==> src/rtl/multiplier_datapath.sv <==
// rtl/multiplier_datapath.sv - X:A:B register datapath for the signed add-shift multiplier.
module multiplier_datapath #(
    parameter int WIDTH = 8
) (
    input  logic             Clk,
    input  logic             Reset,
    input  logic             Clr_LD,
    input  logic             ClearA,
    input  logic             Shift,
    input  logic             Add,
    input  logic             Sub,
    input  logic [WIDTH-1:0] SW,
    output logic [WIDTH-1:0] Aval,
    output logic [WIDTH-1:0] Bval,
    output logic             X,
    output logic             M
);

    logic [WIDTH-1:0] a_q, a_d;
    logic [WIDTH-1:0] b_q, b_d;
    logic             x_q, x_d;

    logic [WIDTH:0] a_ext;
    logic [WIDTH:0] sw_ext;
    logic [WIDTH:0] operand;
    logic [WIDTH:0] sum9;

    // One sign-extended adder serves both Add and Sub; Sub inverts the operand and injects carry-in.
    always_comb begin
        a_ext   = {a_q[WIDTH-1], a_q};
        sw_ext  = {SW[WIDTH-1], SW};
        operand = Sub ? ~sw_ext : sw_ext;
        sum9    = a_ext + operand + {{WIDTH{1'b0}}, Sub};
    end

    always_comb begin
        a_d = a_q;
        b_d = b_q;
        x_d = x_q;
        if (Clr_LD) begin
            a_d = '0;
            x_d = 1'b0;
            b_d = SW;
        end else if (ClearA) begin
            a_d = '0;
            x_d = 1'b0;
        end else if (Sub || Add) begin
            x_d = sum9[WIDTH];
            a_d = sum9[WIDTH-1:0];
        end else if (Shift) begin
            a_d = {x_q, a_q[WIDTH-1:1]};
            b_d = {a_q[0], b_q[WIDTH-1:1]};
        end
    end

    always_ff @(posedge Clk) begin
        if (Reset) begin
            a_q <= '0;
            b_q <= '0;
            x_q <= 1'b0;
        end else begin
            a_q <= a_d;
            b_q <= b_d;
            x_q <= x_d;
        end
    end

    assign Aval = a_q;
    assign Bval = b_q;
    assign X    = x_q;
    assign M    = b_q[0];

endmodule

==> config.mk <==
export PLATFORM = sky130hd
export DESIGN_NAME = multiplier_datapath
export DESIGN_NICKNAME = d
export VERILOG_FILES = /design/src/rtl/multiplier_datapath.sv
export SDC_FILE = /design/constraint.sdc
export NUM_CORES = 1
export LEC_CHECK = 0
export BUFFER_PORTS_ARGS = -buffer_cell sky130_fd_sc_hd__buf_2
export CORE_ASPECT_RATIO = 0.5
export CORE_MARGIN = 5
export CORE_UTILIZATION = 30
export CTS_CLUSTER_DIAMETER = 80
export DETAILED_ROUTE_END_ITERATION = 10
export HOLD_SLACK_MARGIN = 0.08
export PLACE_DENSITY = 0.55
export SYNTH_ARGS = -nofsm -noshare
export SYNTH_HDL_FRONTEND = slang
export SYNTH_SLANG_ARGS = --single-unit
==> constraint.sdc <==
create_clock -name Clk -period 3.2 [get_ports Clk]
set_input_delay 0.64 -clock Clk [delete_from_list [all_inputs] [get_ports Clk]]
set_output_delay 0.64 -clock Clk [all_outputs]
set_load 0.01 [all_outputs]
Word level (Yosys, flattened, before mapping)
Index checks and enable logic that the tools add are counted.
{"block": "op_classes", "n_addsub": 2, "n_eq_ne": 2, "muxes": 7, "n_bitwise": 1, "reduce_logical": 5}
{"cell": "$mux 8", "count": 6}
{"cell": "$add 9x1->9", "count": 1}
{"cell": "$add 9x9->9", "count": 1}
{"cell": "$mux 9", "count": 1}
{"cell": "$not 9->9", "count": 1}
{"cell": "$ne 2x2->1 const B", "count": 2}
{"cell": "$reduce_bool 2->1", "count": 2}
{"cell": "$reduce_and 3->1", "count": 1}
{"cell": "$reduce_or 3->1", "count": 1}
{"cell": "$logic_or 1x1->1", "count": 1}
{"block": "totals", "register_bits": 17, "in_bits": 15, "output_inout_bits": 18, "wordCells": 20}

Depth between registers and ports, before layout
Gate-level depths: netlist of the first run.
{"block": "depth", "ltp_word": 5, "mapped_depth": 9}

Worst setup path before layout of the first run
OpenSTA, ideal clock, no wires.
{"block": "synth_timing", "kind": "input to register", "from": "input Sub", "to": "register a_q[6], in the netlist Aval[6]", "t_arrival_ns": 2.459, "path_slack_ns": 0.680, "stages": 9, "path_cell_list": "buf_2 xor2_1 inv_1 fa_1 nand3b_1 a21boi_0 o21ai_0 or4_1 nand3_1"}
{"block": "synth_between", "elab_chain_cells": 4, "elab_cells_between_ends": 6, "cone_classes": "add/sub (2); mux (2); reduce/logical (2)"}
{"element": "start, declared", "line": "11", "rtl": "input logic Sub,"}
{"element": "$mux 9", "line": "32", "rtl": "operand = Sub ? ~sw_ext : sw_ext;"}
{"element": "$add 9x9->9", "line": "33", "rtl": "sum9 = a_ext + operand + {{WIDTH{1'b0}}, Sub};"}
{"element": "$add 9x1->9", "line": "33"}
{"element": "$mux 8", "line": "47", "rtl": "end else if (Sub || Add) begin"}
{"element": "end signal, assigned", "line": "58", "rtl": "a_q <= '0;"}
{"element": "end signal, assigned", "line": "62", "rtl": "a_q <= a_d;"}
{"element": "end, declared", "line": "19", "rtl": "logic [WIDTH-1:0] a_q, a_d;"}
Several ways; a longest one is shown, not always the timed one.
A chain may end at the register's enable or synchronous reset.

Worst setup path in the final report of the first run
Same ends and word-level chain as after synthesis.

==> impl_results.html, run 1 <==
<table>
<tr><th>Metric</th><th>Value</th></tr>
<tr><th colspan="2">Yosys</th></tr>
<tr><td>Proportion of synthesized flip-flops having asynchronous set or reset</td><td>0%</td></tr>
<tr><td>Post-synth top area cell</td><td>sky130_fd_sc_hd__dfxtp_1</td></tr>
<tr><td>Synthesized Nets</td><td>between 150 and 200</td></tr>
<tr><td>Number of enable-type register cells in the synthesized netlist</td><td>0</td></tr>
<tr><td>Dominant cell by count in the synthesized netlist</td><td>sky130_fd_sc_hd__dfxtp_1</td></tr>
<tr><td>Synthesized area per cell</td><td>a little under 9 sq um</td></tr>
<tr><td>Post-synthesis cell area</td><td>1171 sq um</td></tr>
<tr><td>Predominant post-synthesis flop cell</td><td>sky130_fd_sc_hd__dfxtp_1</td></tr>
<tr><td>Number of distinct library cell variants in the gate-level netlist after synthesis</td><td>39</td></tr>
<tr><td>Share of the yosys chip area belonging to registers</td><td>29.06%</td></tr>
<tr><td>Main area contributors after synthesis</td><td>sky130_fd_sc_hd__dfxtp_1 29%, sky130_fd_sc_hd__mux2i_1 11%, sky130_fd_sc_hd__a211oi_1 9.6%</td></tr>
<tr><td>Yosys Warn Count</td><td>0</td></tr>
<tr><td>Number of instances in the synthesized netlist</td><td>approximately 130</td></tr>
<tr><td>Synth Register Bits</td><td>17</td></tr>
<tr><td>Synth top area share</td><td>around 29%</td></tr>
<tr><td>Synth top cells by count</td><td>17 x sky130_fd_sc_hd__dfxtp_1, 15 x sky130_fd_sc_hd__a211oi_1, 14 x sky130_fd_sc_hd__nor2_1, 13 x sky130_fd_sc_hd__mux2i_1</td></tr>
<tr><th colspan="2">Clock network</th></tr>
<tr><td>Hold Buf Count CTS</td><td>0</td></tr>
<tr><td>Count of clock tree sinks</td><td>17</td></tr>
<tr><td>Cell at the root of the clock tree</td><td>sky130_fd_sc_hd__clkbuf_8</td></tr>
<tr><td>Number of buffers inserted by post-CTS setup repair</td><td>0</td></tr>
<tr><td>Buffer levels on the longest clock path</td><td>2</td></tr>
<tr><td>Number of levels the H-tree was split into</td><td>1</td></tr>
<tr><td>Number of buffers created by CTS</td><td>3</td></tr>
<tr><td>CTS tree</td><td>yes</td></tr>
<tr><td>Number of resized instances in the post-cts repair step</td><td>0</td></tr>
<tr><td>Later-pin clock latency in the skew report</td><td>0.25 ns</td></tr>
<tr><td>Register clock-pin slew on the reported worst setup and hold paths</td><td>0.07 ns</td></tr>
<tr><th colspan="2">Cells and area</th></tr>
<tr><td>Area grow syn2layout</td><td>19.55%</td></tr>
<tr><td>Number of fillers in the final layout</td><td>397</td></tr>
<tr><td>Number of antenna cells inserted</td><td>0</td></tr>
<tr><td>Number of nets in the finished design</td><td>about 190</td></tr>
<tr><td>Area of the multi-input gates</td><td>roughly 770 sq um</td></tr>
<tr><td>Seq. cell area</td><td>~340 sq um</td></tr>
<tr><td>Share of post-route cells with drive strength above 1</td><td>between 20 and 25%</td></tr>
<tr><th colspan="2">Timing</th></tr>
<tr><td>Summed negative setup slack over all endpoints</td><td>0 ns</td></tr>
<tr><td>RSZ-0062 raised after global routing</td><td>false</td></tr>
<tr><td>Final number of setup-violating endpoints</td><td>0</td></tr>
<tr><td>Count of final hold-check violations</td><td>0</td></tr>
<tr><td>Worst slew margin relative to its limit</td><td>between 50% and 60%</td></tr>
<tr><td>Pins Over Slew Limit</td><td>0</td></tr>
<tr><td>Slew at the pin closest to its max-slew limit</td><td>0.6115 ns</td></tr>
<tr><td>Top achievable clock speed</td><td>0.4123 GHz</td></tr>
<tr><td>Period utilization</td><td>75.80%</td></tr>
<tr><td>Clock Skew</td><td>0.004566 ns</td></tr>
<tr><td>Tmin final</td><td>between 2 and 2.5 ns</td></tr>
<tr><th colspan="2">Drt</th></tr>
<tr><td>Number of vias per cell after detailed routing</td><td>4.776</td></tr>
<tr><td>Top routing layer in use</td><td>met3</td></tr>
<tr><td>Total length of routed met2 wires</td><td>1271 microns</td></tr>
<tr><td>Routed met1 length</td><td>1325 microns</td></tr>
<tr><td>Vias after detailed routing</td><td>around 1000</td></tr>
<tr><td>Violation count after the first detailed-route iteration</td><td>24</td></tr>
<tr><td>Met3 wire length</td><td>91 microns</td></tr>
<tr><td>Detailed Route WL</td><td>2687 microns</td></tr>
<tr><td>Total DRC errors in the routed layout</td><td>0</td></tr>
<tr><td>Remaining number of nets flagged by the antenna check after routing</td><td>0</td></tr>
<tr><td>Length of the first detailed-routing pass in iterations</td><td>4</td></tr>
<tr><td>Wire length per cell</td><td>12.56 microns</td></tr>
<tr><th colspan="2">Power</th></tr>
<tr><td>Total power</td><td>542.3 uW</td></tr>
<tr><td>Cell Pwr Density</td><td>387.3 nW/um^2</td></tr>
<tr><td>Static leakage power</td><td>0.6620 nW</td></tr>
<tr><td>Maximum resistive drop on vdd</td><td>0.1156 mV</td></tr>
<tr><th colspan="2">Floorplan</th></tr>
<tr><td>Initial Utilization</td><td>between 30% and 40%</td></tr>
<tr><td>Die boundary height</td><td>54.18 microns</td></tr>
<tr><td>Placement Rows</td><td>16</td></tr>
<tr><td>Core box area</td><td>3824 sq um</td></tr>
<tr><td>X dimension of the die</td><td>98.36 microns</td></tr>
<tr><td>Die area</td><td>5329 sq um</td></tr>
<tr><td>Count of boundary I/O pins</td><td>33</td></tr>
<tr><th colspan="2">GRT</th></tr>
<tr><td>Overall overflow remaining after global route</td><td>0</td></tr>
<tr><td>Number of global-route vias before repair</td><td>960</td></tr>
<tr><td>Initial antenna violation count</td><td>0</td></tr>
<tr><td>Maximum number of pins on one net before global-route repair</td><td>17</td></tr>
<tr><td>Global-route wire length before repair</td><td>4498 microns</td></tr>
<tr><td>All-Layer GR Usage</td><td>10.57%</td></tr>
<tr><th colspan="2">Setup path</th></tr>
<tr><td>Top fanout value on the critical path</td><td>10</td></tr>
<tr><td>Crit path arrival time</td><td>2.63 ns</td></tr>
<tr><td>Element type at the critical path start</td><td>input pin</td></tr>
<tr><td>Required arrival time at the worst endpoint</td><td>3.40 ns</td></tr>
<tr><td>Path type of the worst setup path</td><td>input pin to flop</td></tr>
<tr><td>Element type at the critical path end</td><td>flop</td></tr>
<tr><th colspan="2">Placed design</th></tr>
<tr><td>HPWL after DPL</td><td>2104 microns</td></tr>
<tr><td>PortBufs</td><td>32</td></tr>
<tr><td>Placer Congestion</td><td>0.7637</td></tr>
<tr><th colspan="2">Outcome</th></tr>
<tr><td>Outcome</td><td>completed</td></tr>
<tr><th colspan="2">Min path</th></tr>
<tr><td>Hold WC Path Type</td><td>flop to flop</td></tr>
<tr><th colspan="2">Job</th></tr>
<tr><td>Reported max-cap violation count</td><td>0</td></tr>
</table>
registers in the layout, indices dropped and copies added, names as in the netlist:
signal / cells
Bval: 8
X: 1
Aval: 8
layer usage:
layer / up-vias / GRT usage, %
met5: - / 0
met3: 0 / 3.622
met1: 465 / 12.99
met4: 0 / 2.041
li1: 537 / -
met2: 20 / 18.46
through the flow:
stage | utilization [%] | std cells | hold WS [ns] | worst slack (ns) | cell area, sq um
after floorplan | - | 133 | 0.5214 | 0.6795 | 1171
after global routing | 36.62 | 214 | 0.5362 | 0.5459 | 1400
after CTS | 36.62 | 214 | 0.5115 | 0.7655 | 1400
after detailed placement | 35.41 | 210 | 0.5016 | 0.5108 | 1354
final | 36.62 | 214 | 0.5109 | 0.7744 | 1400
after global placement | 35.41 | 210 | 0.4986 | 0.5829 | 1354
layout by cell type, fill, tap and decap left out, types with 3 or more instances in the layout:
cell type,n
sky130_fd_sc_hd__a211oi_1,15
sky130_fd_sc_hd__xor2_1,7
sky130_fd_sc_hd__a21oi_1,3
sky130_fd_sc_hd__ha_1,8
sky130_fd_sc_hd__buf_2,32
sky130_fd_sc_hd__xnor2_1,4
sky130_fd_sc_hd__nor3_1,4
sky130_fd_sc_hd__nor2_1,14
sky130_fd_sc_hd__mux2i_1,13
sky130_fd_sc_hd__inv_1,3
sky130_fd_sc_hd__clkbuf_8,3
sky130_fd_sc_hd__nand2_1,8
sky130_fd_sc_hd__dfxtp_1,17
kinds of logic after synthesis:
family                     count (synthesis)  synth area share [%]
and+or+nand+nor                           39                 16.77
buffers and inverters                     13                 5.449
xor gates and xnor gates                  11                 8.226
AOI/OAI and AO/OA                         31                 19.12
muxes                                     13                 11.11
adders and majority gates                  9                 10.26
DFF                                       17                 29.06
final timing paths:
path	start	endpoint	slack, ns	depth (start not counted)
setup / recovery	Sub	Aval[6]$_SDFFE_PP0P_	0.77	9
hold / removal	Bval[7]$_SDFFE_PP0P_	Bval[7]$_SDFFE_PP0P_	0.51	2
setup reg to reg	Aval[0]$_SDFFE_PP0P_	Aval[6]$_SDFFE_PP0P_	1.16	7
hold reg to reg	Bval[7]$_SDFFE_PP0P_	Bval[7]$_SDFFE_PP0P_	0.51	2
critical path: stages:
cell and delay [ns]:
sky130_fd_sc_hd__buf_2 0.22, sky130_fd_sc_hd__xor2_1 0.22, sky130_fd_sc_hd__inv_1 0.09, sky130_fd_sc_hd__fa_1 0.43, sky130_fd_sc_hd__nand3b_1 0.19, sky130_fd_sc_hd__a21boi_0 0.22
sky130_fd_sc_hd__o21ai_0 0.13, sky130_fd_sc_hd__or4_1 0.40, sky130_fd_sc_hd__nand3_1 0.09
final cells by class:
cell class | count | area share [%]
Multi-Input combinational cell | 103 | 54.78
Sequential cell | 17 | 24.31
Timing Repair Buffer | 33 | 11.98
Tap cell | 54 | 4.826
Clock buffer | 3 | 2.949
Inverter | 3 | 0.8043
Clock inverter | 1 | 0.3575
report_power, final:
part / internal, mW / switching, mW / total [mW]
Combinational: 0.0641 / 0.0811 / 0.145
Clock: 0.0864 / 0.0763 / 0.163
Sequential: 0.224 / 0.0101 / 0.234
Power figures use the tool's default switching activity.
==> run 2, diff against run 1 <==
--- a/config.mk
+++ b/config.mk
@@ -5,6 +5,7 @@
 export SDC_FILE = /design/constraint.sdc
 export NUM_CORES = 1
 export LEC_CHECK = 0
+export ABC_AREA = 1
 export BUFFER_PORTS_ARGS = -buffer_cell sky130_fd_sc_hd__buf_2
 export CORE_ASPECT_RATIO = 0.5
 export CORE_MARGIN = 5
@@ -12,7 +13,7 @@
 export CTS_CLUSTER_DIAMETER = 80
 export DETAILED_ROUTE_END_ITERATION = 10
 export HOLD_SLACK_MARGIN = 0.08
-export PLACE_DENSITY = 0.55
+export PLACE_DENSITY = 0.54
 export SYNTH_ARGS = -nofsm -noshare
 export SYNTH_HDL_FRONTEND = slang
 export SYNTH_SLANG_ARGS = --single-unit
==> constraint.sdc (replaced) <==
create_clock -name Clk -period 2.3 [get_ports Clk]
set_input_delay 0.46 -clock Clk [delete_from_list [all_inputs] [get_ports Clk]]
set_output_delay 0.46 -clock Clk [all_outputs]
set_load 0.01 [all_outputs]
==> impl_results.html, run 2 <==
<table>
<tr><th>Metric</th><th>Value</th></tr>
<tr><th colspan="2">Clock network</th></tr>
<tr><td>Register clock-pin slew on the reported worst setup and hold paths</td><td>0.08 ns (about the same)</td></tr>
<tr><td>CTS tree</td><td>yes</td></tr>
<tr><td>Hold Buf Count CTS</td><td>0 (unchanged)</td></tr>
<tr><td>Count of clock tree sinks</td><td>17 (unchanged)</td></tr>
<tr><td>Number of buffers inserted by post-CTS setup repair</td><td>0 (unchanged)</td></tr>
<tr><td>Buffer levels on the longest clock path</td><td>2 (unchanged)</td></tr>
<tr><td>Number of buffers created by CTS</td><td>3 (unchanged)</td></tr>
<tr><td>Cell at the root of the clock tree</td><td>sky130_fd_sc_hd__clkbuf_8</td></tr>
<tr><td>Number of resized instances in the post-cts repair step</td><td>0 (unchanged)</td></tr>
<tr><td>Number of levels the H-tree was split into</td><td>1 (unchanged)</td></tr>
<tr><td>Later-pin clock latency in the skew report</td><td>0.26 ns (about the same)</td></tr>
<tr><th colspan="2">GRT</th></tr>
<tr><td>Initial antenna violation count</td><td>0 (unchanged)</td></tr>
<tr><td>Maximum number of pins on one net before global-route repair</td><td>19 (+2)</td></tr>
<tr><td>Number of global-route vias before repair</td><td>1171 (+22%)</td></tr>
<tr><td>Global-route wire length before repair</td><td>5699 microns (+27%)</td></tr>
<tr><td>Overall overflow remaining after global route</td><td>0 (unchanged)</td></tr>
<tr><td>All-Layer GR Usage</td><td>11.36% (+0.78 points)</td></tr>
<tr><th colspan="2">Min path</th></tr>
<tr><td>Hold Path Depth</td><td>2 (unchanged)</td></tr>
<tr><td>Hold WC Path Type</td><td>flop to flop</td></tr>
<tr><td>Hold path endpoint</td><td>X$_SDFFE_PP0N_</td></tr>
<tr><td>Worst Hold Launch</td><td>X$_SDFFE_PP0N_</td></tr>
<tr><th colspan="2">Yosys</th></tr>
<tr><td>Synth top cells by count</td><td>35 x sky130_fd_sc_hd__nand2_1, 27 x sky130_fd_sc_hd__inv_1, 22 x sky130_fd_sc_hd__a21oi_1, 20 x sky130_fd_sc_hd__nor2_1, 17 x sky130_fd_sc_hd__dfxtp_1</td></tr>
<tr><td>Post-synth top area cell</td><td>sky130_fd_sc_hd__dfxtp_1</td></tr>
<tr><td>Dominant cell by count in the synthesized netlist</td><td>sky130_fd_sc_hd__nand2_1</td></tr>
<tr><td>Predominant post-synthesis flop cell</td><td>sky130_fd_sc_hd__dfxtp_1</td></tr>
<tr><td>Synth Register Bits</td><td>17 (unchanged)</td></tr>
<tr><td>Post-synthesis cell area</td><td>1340 sq um (+14%)</td></tr>
<tr><td>Number of distinct library cell variants in the gate-level netlist after synthesis</td><td>30 (-23%)</td></tr>
<tr><td>Number of instances in the synthesized netlist</td><td>188 (+41%)</td></tr>
<tr><td>Synth top area share</td><td>25.40% (-3.7 points)</td></tr>
<tr><td>Share of the yosys chip area belonging to registers</td><td>25.40% (-3.7 points)</td></tr>
<tr><td>Synthesized area per cell</td><td>7.128 sq um (-19%)</td></tr>
<tr><td>Proportion of synthesized flip-flops having asynchronous set or reset</td><td>0% (unchanged)</td></tr>
<tr><td>Number of enable-type register cells in the synthesized netlist</td><td>0 (unchanged)</td></tr>
<tr><td>Synthesized Nets</td><td>212 (+35%)</td></tr>
<tr><td>Yosys Warn Count</td><td>0 (unchanged)</td></tr>
<tr><td>Main area contributors after synthesis</td><td>sky130_fd_sc_hd__dfxtp_1 25%, sky130_fd_sc_hd__nand2_1 9.8%, sky130_fd_sc_hd__a21oi_1 8.2%</td></tr>
<tr><th colspan="2">Power</th></tr>
<tr><td>Static leakage power</td><td>0.7817 nW (+18%)</td></tr>
<tr><td>Switching part of the total power</td><td>34.14% (+3.3 points)</td></tr>
<tr><td>Total power</td><td>794.4 uW (+46%)</td></tr>
<tr><td>Cell internal pwr</td><td>523.2 uW (+40%)</td></tr>
<tr><td>Cell Pwr Density</td><td>514.5 nW/um^2 (+33%)</td></tr>
<tr><td>Part of the power in combinational logic</td><td>29.1% (+2.3 points)</td></tr>
<tr><td>Part of the power in registers</td><td>41.0% (-2.2 points)</td></tr>
<tr><td>Maximum resistive drop on vdd</td><td>0.2634 mV (+130%)</td></tr>
<tr><td>Reported net switching power</td><td>271.2 uW (+62%)</td></tr>
<tr><td>Share of power burned in the clock network</td><td>29.9% (about the same)</td></tr>
<tr><th colspan="2">Setup path</th></tr>
<tr><td>Required arrival time at the worst endpoint</td><td>2.50 ns (-0.90 ns)</td></tr>
<tr><td>Reg-to-reg slack, setup</td><td>0.51 ns (-0.65 ns)</td></tr>
<tr><td>RR Endpoint</td><td>X$_SDFFE_PP0N_</td></tr>
<tr><td>Worst Reg-to-Reg Cells</td><td>11 (+4)</td></tr>
<tr><td>Element type at the critical path end</td><td>flop</td></tr>
<tr><td>Reg2reg start</td><td>Aval[1]$_SDFFE_PP0P_</td></tr>
<tr><td>Crit path arrival time</td><td>2.10 ns (-0.53 ns)</td></tr>
<tr><td>Path type of the worst setup path</td><td>input pin to flop</td></tr>
<tr><td>Element type at the critical path start</td><td>input pin</td></tr>
<tr><td>Top fanout value on the critical path</td><td>9 (-1)</td></tr>
<tr><th colspan="2">Timing</th></tr>
<tr><td>Tmin final</td><td>between 1.5 and 2 ns</td></tr>
<tr><td>Slew at the pin closest to its max-slew limit</td><td>0.3812 ns (-0.2303 ns)</td></tr>
<tr><td>Summed negative setup slack over all endpoints</td><td>0 ns (unchanged)</td></tr>
<tr><td>Period utilization</td><td>82.90%</td></tr>
<tr><td>Clock Skew</td><td>0.009042 ns (+0.004476 ns)</td></tr>
<tr><td>Top achievable clock speed</td><td>0.5245 GHz</td></tr>
<tr><td>Pins Over Slew Limit</td><td>0 (unchanged)</td></tr>
<tr><td>Worst slew margin relative to its limit</td><td>74.55% (+15 points)</td></tr>
<tr><td>Final number of setup-violating endpoints</td><td>0 (unchanged)</td></tr>
<tr><td>RSZ-0062 raised after global routing</td><td>false</td></tr>
<tr><td>Count of final hold-check violations</td><td>0 (unchanged)</td></tr>
<tr><th colspan="2">Placed design</th></tr>
<tr><td>HPWL after DPL</td><td>2633 microns (+25%)</td></tr>
<tr><td>PortBufs</td><td>32 (unchanged)</td></tr>
<tr><td>Placed Cells incl. Taps</td><td>270 (+29%)</td></tr>
<tr><td>Placer Congestion</td><td>0.8109 (+6.2%)</td></tr>
<tr><th colspan="2">Cells and area</th></tr>
<tr><td>Most common library cell in the layout ignoring fill and taps</td><td>sky130_fd_sc_hd__nand2_1</td></tr>
<tr><td>Utilization of the core after routing</td><td>35.41% (-1.2 points)</td></tr>
<tr><td>Most frequent cells in the layout</td><td>35 x sky130_fd_sc_hd__nand2_1, 32 x sky130_fd_sc_hd__buf_2, 27 x sky130_fd_sc_hd__inv_1, 22 x sky130_fd_sc_hd__a21oi_1, 20 x sky130_fd_sc_hd__nor2_1</td></tr>
<tr><td>Area grow syn2layout</td><td>15.22%</td></tr>
<tr><td>Share of post-route cells with drive strength above 1</td><td>23.50% (-0.87 points)</td></tr>
<tr><td>Number of antenna cells inserted</td><td>0 (unchanged)</td></tr>
<tr><td>Count of placed standard cells in the final layout, fillers left out</td><td>274 (+28%)</td></tr>
<tr><td>Number of nets in the finished design</td><td>242 (+31%)</td></tr>
<tr><th colspan="2">Floorplan</th></tr>
<tr><td>Placement Rows</td><td>17 (+1)</td></tr>
<tr><td>Die boundary height</td><td>57.26 microns (+5.7%)</td></tr>
<tr><td>Count of boundary I/O pins</td><td>33 (unchanged)</td></tr>
<tr><td>Core box area</td><td>4360 sq um (+14%)</td></tr>
<tr><td>Die area</td><td>5985 sq um (+12%)</td></tr>
<tr><td>X dimension of the die</td><td>104.5 microns (+6.3%)</td></tr>
<tr><td>Initial Utilization</td><td>30.73% (+0.10 points)</td></tr>
<tr><th colspan="2">Drt</th></tr>
<tr><td>Vias after detailed routing</td><td>1277 (+25%)</td></tr>
<tr><td>Number of vias per cell after detailed routing</td><td>4.661 (-2.4%)</td></tr>
<tr><td>Length of the first detailed-routing pass in iterations</td><td>4 (unchanged)</td></tr>
<tr><td>Violation count after the first detailed-route iteration</td><td>54 (+130%)</td></tr>
<tr><td>Total DRC errors in the routed layout</td><td>0 (unchanged)</td></tr>
<tr><td>Detailed Route WL</td><td>3318 microns (+23%)</td></tr>
<tr><td>Wire length per cell</td><td>12.11 microns (-3.6%)</td></tr>
<tr><td>Remaining number of nets flagged by the antenna check after routing</td><td>0 (unchanged)</td></tr>
<tr><th colspan="2">Outcome</th></tr>
<tr><td>Outcome</td><td>completed</td></tr>
<tr><th colspan="2">Job</th></tr>
<tr><td>Reported max-cap violation count</td><td>0 (unchanged)</td></tr>
</table>
-- run 2: cell types whose count changed after synthesis, sizes merged, moves of 3 or more --
cell / change
o21ai: +6
clkbuf: -4
a211oi: -7
xnor2: -3
nor3: -3
nand3: +11
nor2: +10
nand2: +28
a21oi: +20
mux2i: -12
inv: +26
-- run 2: cells by family after synthesis --
group / share of synthesized area [%]
DFF: 25.40
xor gates and xnor gates: 4.575
AOI/OAI and AO/OA: 21.85
adders and majority gates: 8.964
muxes: 0.7470
buffers and inverters: 13.54
and+or+nand+nor: 24.93
-- run 2: metal layers --
layer | GRT usage (%) | routed length, microns | part of all wire (%)
met1 | 15.05 | 1685 | 51
met2 | 19.17 | 1529 | 46
met3 | 2.034 | 70 | 2.1
met4 | 3.137 | 32 | 0.96
met5 | 0 | 0 | 0
-- run 2: how the worst max path moves through the flow --
| stage | start | slack [ns] | endpoint |
|---|---|---|---|
| finish | Sub | 0.39 | X$_SDFFE_PP0N_ |
| global route | Sub | 0.19 | Aval[6]$_SDFFE_PP0P_ |
| CTS | Sub | 0.38 | X$_SDFFE_PP0N_ |
| detailed placement | Sub | 0.12 | X$_SDFFE_PP0N_ |
| global placement | Sub | 0.18 | X$_SDFFE_PP0N_ |
| floorplan | Sub | 0.51 | Aval[6]$_SDFFE_PP0P_ |
-- run 2: layout make-up --
class,instances,area [sq um]
clock buffers,4,45.04
fillers,463,2816
flip-flops and latches,17,340.3
repair buffers,32,160.2
inverters,29,108.9
well taps,57,71.32
multi-input cells,135,818.3
-- run 2: critical path, stage by stage --
cell and delay (ns):
sky130_fd_sc_hd__buf_2 0.28, sky130_fd_sc_hd__nand2_1 0.09, sky130_fd_sc_hd__nand2_1 0.09, sky130_fd_sc_hd__inv_1 0.06, sky130_fd_sc_hd__fa_1 0.38, sky130_fd_sc_hd__inv_1 0.10
sky130_fd_sc_hd__nand3_1 0.08, sky130_fd_sc_hd__nand2_1 0.14, sky130_fd_sc_hd__nand2_1 0.08, sky130_fd_sc_hd__nand2_1 0.06, sky130_fd_sc_hd__nand2_1 0.04, sky130_fd_sc_hd__nand2_1 0.06
sky130_fd_sc_hd__nand2_1 0.06, sky130_fd_sc_hd__a21oi_1 0.12
-- run 2: through the flow --
stage	hold slack [ns]	cell area [sq um]	setup slack, ns
after floorplan	0.5090	1340	0.5135
after global placement	0.4787	1499	0.1763
after detailed placement	0.4778	1499	0.1177
after CTS	0.4901	1544	0.3825
after global routing	0.5040	1544	0.1938
final	0.4888	1544	0.3933
-- run 2: power groups by stage --
stage / clock [mW] / sequential, mW / combinational, mW
floorplan: 0 / 0.339 / 0.167
global placement: 0 / 0.333 / 0.228
detailed placement: 0 / 0.333 / 0.232
CTS: 0.242 / 0.326 / 0.233
global route: 0.253 / 0.329 / 0.265
finish: 0.237 / 0.326 / 0.231
